File: config.mk
export PLATFORM = sky130hd
export DESIGN_NAME = serial_subtractor_16bit
export DESIGN_NICKNAME = d
export VERILOG_FILES = /design/src/rtl/serial_subtractor_16bit.sv
export SDC_FILE = /design/constraint.sdc
export NUM_CORES = 1
export LEC_CHECK = 0
export BUFFER_PORTS_ARGS = -buffer_cell sky130_fd_sc_hd__clkbuf_2
export CORE_MARGIN = 3
export CORE_UTILIZATION = 40
export DETAILED_ROUTE_END_ITERATION = 12
export PLACE_DENSITY = 0.71
export SLEW_MARGIN = 20
export SYNTH_ARGS = -nofsm -noshare
export SYNTH_HDL_FRONTEND = slang
export SYNTH_SLANG_ARGS = --single-unit
File: constraint.sdc
create_clock -name clk -period 3.45 [get_ports clk]
set_clock_uncertainty 0.15 [all_clocks]
set_input_delay 0.69 -clock clk [delete_from_list [all_inputs] [get_ports clk]]
set_output_delay 0.69 -clock clk [all_outputs]
set_load 0.02 [all_outputs]
File: src/rtl/serial_subtractor_16bit.sv
// Bit-serial subtractor: diff = a - b - bin, one bit per clock, LSB first.
// A start/busy/done handshake sequences operations; diff/bout hold the last result.
module serial_subtractor_16bit #(
  parameter int WIDTH = 16
) (
  input  logic             clk,
  input  logic             rst,
  input  logic             start,
  input  logic [WIDTH-1:0] a,
  input  logic [WIDTH-1:0] b,
  input  logic             bin,
  output logic             busy,
  output logic             done,
  output logic [WIDTH-1:0] diff,
  output logic             bout
);

  localparam int CNT_W = (WIDTH > 2) ? $clog2(WIDTH) : 1;

  typedef enum logic [1:0] {
    S_IDLE,
    S_RUN,
    S_DONE
  } state_t;

  state_t           r_state;
  state_t           w_state_next;
  logic [WIDTH-1:0] r_a;
  logic [WIDTH-1:0] r_b;
  logic [WIDTH-1:0] r_res;
  logic [WIDTH-1:0] r_diff;
  logic             r_br;
  logic             r_bout;
  logic [CNT_W-1:0] r_cnt;
  logic             w_accept;
  logic             w_last;
  logic             w_d;
  logic             w_br_next;

  // Full-subtractor cell applied to the current LSB pair and the stored borrow.
  assign w_d       = r_a[0] ^ r_b[0] ^ r_br;
  assign w_br_next = (~r_a[0] & r_b[0]) | (~(r_a[0] ^ r_b[0]) & r_br);
  assign w_last    = (r_state == S_RUN) && (r_cnt == CNT_W'(WIDTH - 1));

  // NOTE: sequential state uses non-blocking (<=) so every register samples pre-edge values.
  always_ff @(posedge clk or posedge rst) begin
    if (rst) begin
      r_state <= S_IDLE;
    end else begin
      r_state <= w_state_next;
    end
  end

  // NOTE: every always_comb output gets a default first, otherwise a latch is inferred.
  always_comb begin
    w_state_next = r_state;
    busy         = 1'b0;
    done         = 1'b0;
    w_accept     = 1'b0;
    case (r_state)
      S_IDLE: begin
        if (start) begin
          w_accept     = 1'b1;
          w_state_next = S_RUN;
        end
      end
      S_RUN: begin
        busy = 1'b1;
        if (w_last) begin
          w_state_next = S_DONE;
        end
      end
      S_DONE: begin
        // A start here chains the next operation without an idle cycle.
        done = 1'b1;
        if (start) begin
          w_accept     = 1'b1;
          w_state_next = S_RUN;
        end else begin
          w_state_next = S_IDLE;
        end
      end
      default: w_state_next = S_IDLE;
    endcase
  end

  always_ff @(posedge clk or posedge rst) begin
    if (rst) begin
      r_a    <= '0;
      r_b    <= '0;
      r_res  <= '0;
      r_br   <= 1'b0;
      r_cnt  <= '0;
      r_diff <= '0;
      r_bout <= 1'b0;
    end else if (w_accept) begin
      r_a   <= a;
      r_b   <= b;
      r_br  <= bin;
      r_res <= '0;
      r_cnt <= '0;
    end else if (r_state == S_RUN) begin
      r_a   <= r_a >> 1;
      r_b   <= r_b >> 1;
      r_br  <= w_br_next;
      r_res <= {w_d, r_res[WIDTH-1:1]};
      r_cnt <= r_cnt + CNT_W'(1);
      if (w_last) begin
        r_diff <= {w_d, r_res[WIDTH-1:1]};
        r_bout <= w_br_next;
      end
    end
  end

  assign diff = r_diff;
  assign bout = r_bout;

endmodule

==> results_dict.tcl <==
set metrics [dict create \
    outcome "complete, no violations" \
    htreeDepth 3 \
    grtUsageMet3_pct 4.06 \
    r2r_start "r_state[0]" \
    numPortBuffers 54 \
    start_kind "register" \
    required_ns 2.61 \
    design.die.area_um2 8300 \
    start_util_pct 42.0 \
    design_area_um2 3490 \
    dp.cells 345 \
    ys_seq_elements 71 \
    drt-initial-drc-count 100 \
    synthArstFlopShare_pct 100 \
    regArea_um2 1780 \
    cts_resized 0 \
    hold_violations 0 \
    p_per_area_nw_per_um2 951 \
    synth_area_um2 2900 \
    cts_buffers 9 \
    cts_tree "yes" \
    cts.clk_slew.worst_paths_ns 0.07 \
    grt.overflow.total 0 \
    cts_sinks 71 \
    power_frac_comb_pct 33.1 \
    grt_busiest_layer "met1" \
    p_clk_share_pct 24.8 \
    setup_ws_ns 1.17 \
    avgSynthCellArea_um2 14.1 \
    synth.net_count 244 \
    antenna_found_initial 0 \
    drc 0 \
    coreArea_um2 6910 \
    crit_type "register to primary output" \
    grt_pass1_wl_mm 9.44 \
    final_nets 298 \
    synth.yosys.seq_area_share_pct 61.3 \
    drv_cap 0 \
    drt_pre_antenna_iters 4 \
    setup_violations 0 \
    synth-edff-count 0 \
    r2r-end "r_res[15]" \
    clk_latency_ns 0.33 \
    io_pins 55 \
    period_share_pct 66.0 \
    multi_input_area_um2 1000 \
    setup_tns_ns 0 \
    crit_fanout 14 \
    synth_warnings 0 \
    dp_slack_ns 1.24 \
    fill_cells 637 \
    fin_util_pct 50.5 \
    area_growth_pct 20.2 \
    leakage_nw 1.90 \
    postSynthCellCount 206 \
    via_per_inst 5.21 \
    die_height_um 91.1 \
    internal_power_mw 2.24 \
    r2r_slack_ns 1.39 \
    cts_buffer_depth 2 \
    swShare_pct 32.3 \
    cp-end-kind "primary output" \
    crit_arrival_ns 1.44 \
    wl_mm 5.61 \
    crit_path_end "busy" \
    grt_max_degree 72 \
    worstMarginPinSlew_ns 0.623 \
    p_sw_mw 1.07 \
    post_cts_buffers 0 \
    reg2regPathDepth 5 \
    hp-class "input port to async pin" \
    globalplace.congestion 0.696 \
    antenna_cells 0 \
    grt_pass1_vias 1850 \
    hpwl_mm 3.55 \
    power_frac_seq_pct 42.1 \
    min_period_ns 2.28 \
    wl_per_cell_um 15.5 \
    rsz0062_at_grt "no" \
    grt_use_met2_pct 20.0 \
    final_cells 361 \
    ys.flop_type "dfrtp_1" \
    peakVddDrop_mv 0.353 \
    dieWidth_um 91.1 \
    grt_util_met1_pct 20.8 \
    maxSlewHeadroom_pct 58.4 \
    fmaxAchievable_ghz 0.439 \
    synth_cell_types 29 \
    dpl_cell_area_um2 3230 \
    drive_gt1_share_pct 33.6 \
    cts_hold_buf 0 \
    drv_slew 0 \
    antenna_left 0 \
    num_vias 1882 \
    rows 30 \
    crit_start "r_state[1]" \
    grtUsageTotal_pct 14.3 \
    cts_root_buf "clkbuf_8" \
]
==> synthesized netlist by cell type (all sizes together), types with 2 or more instances <==
cell type,number,share of area [%]
dfrtp,71,61
a21o,29,7.5
a22o,46,14
nor2b,2,0.52
buf,15,3.9
o21ai,2,0.34
mux2,18,7.0
inv,5,0.65
nor2,5,0.91
a221o,2,0.69
==> power groups by stage <==
stage               Sequential [mW]  Clock [mW]  Combinational (mW)
floorplan                      1.45           0               0.812
global placement               1.40           0                1.07
detailed placement             1.41           0                1.11
CTS                            1.40       0.840                1.12
global route                   1.44       0.876                1.23
finish                         1.40       0.821                1.10
==> critical path: stages (launching register included) <==
cell,delay (ns)
dfrtp_1,0.39
nand2b_2,0.23
inv_2,0.25
clkbuf_2,0.23
==> stage by stage <==
| stage | power [mW] | hold WS, ns |
|---|---|---|
| 2_1_floorplan | 2.26 | 0.299 |
| 6_report | 3.32 | 0.261 |
| 3_5_place_dp | 2.52 | 0.316 |
| 5_1_grt | 3.55 | 0.276 |
| 3_3_place_gp | 2.47 | 0.310 |
| 4_1_cts | 3.36 | 0.267 |
==> worst min path at each step <==
stage,from,to,slack [ns],cells past startpoint
global route,rst,diff[3],0.28,3
CTS,rst,r_b[12],0.27,3
global placement,r_b[3],r_b[3],0.31,1
finish,rst,diff[1],0.26,3
floorplan,r_a[9],r_a[9],0.30,1
detailed placement,r_b[10],r_b[10],0.32,1
==> flip-flops by register name (all words and copies together) (netlist names) <==
register and count:
diff 16, r_a 16, r_b 16, r_res 15, r_cnt 4, r_state 2, bout 1, r_br 1
==> area by class of cell <==
type,count,share of cell area (%)
Sequential cell,71,51.0
Multi-Input combinational cell,115,28.8
Timing Repair Buffer,58,8.97
Clock buffer,11,4.34
Tap cell,96,3.45
Clock inverter,5,2.98
Inverter,5,0.538
==> per-layer routing <==
layer / share of wire (%) / wire, µm / up-vias
li1: - / - / 876
met1: 47 / 2640 / 940
met2: 45 / 2520 / 56
met3: 6.6 / 372 / 10
met4: 1.4 / 81 / 0
met5: 0 / 0 / -
==> logic make-up after synthesis <==
logic type | count (synthesis) | share of synthesized area (%)
flip-flops | 71 | 61.3
XOR/XNOR | 1 | 0.302
buffers and inverters | 20 | 4.57
adder cells (fa/ha/maj) | 2 | 1.12
AND/OR/NAND/NOR | 13 | 2.68
AO/OA/AOI/OAI | 80 | 22.7
multiplexers | 19 | 7.34
==> placed cells by master (no fill, tap or decap), drive strengths merged, types with 2 or more instances in the layout <==
cell,count
dfrtp,71
clkbuf,65
a22o,46
a21o,29
mux2,18
nor2,5
inv,5
buf,4
bufinv,3
a221o,2
nor2b,2
o21ai,2
clkinv,2
Note: power is estimated with default switching activity, not from simulation.
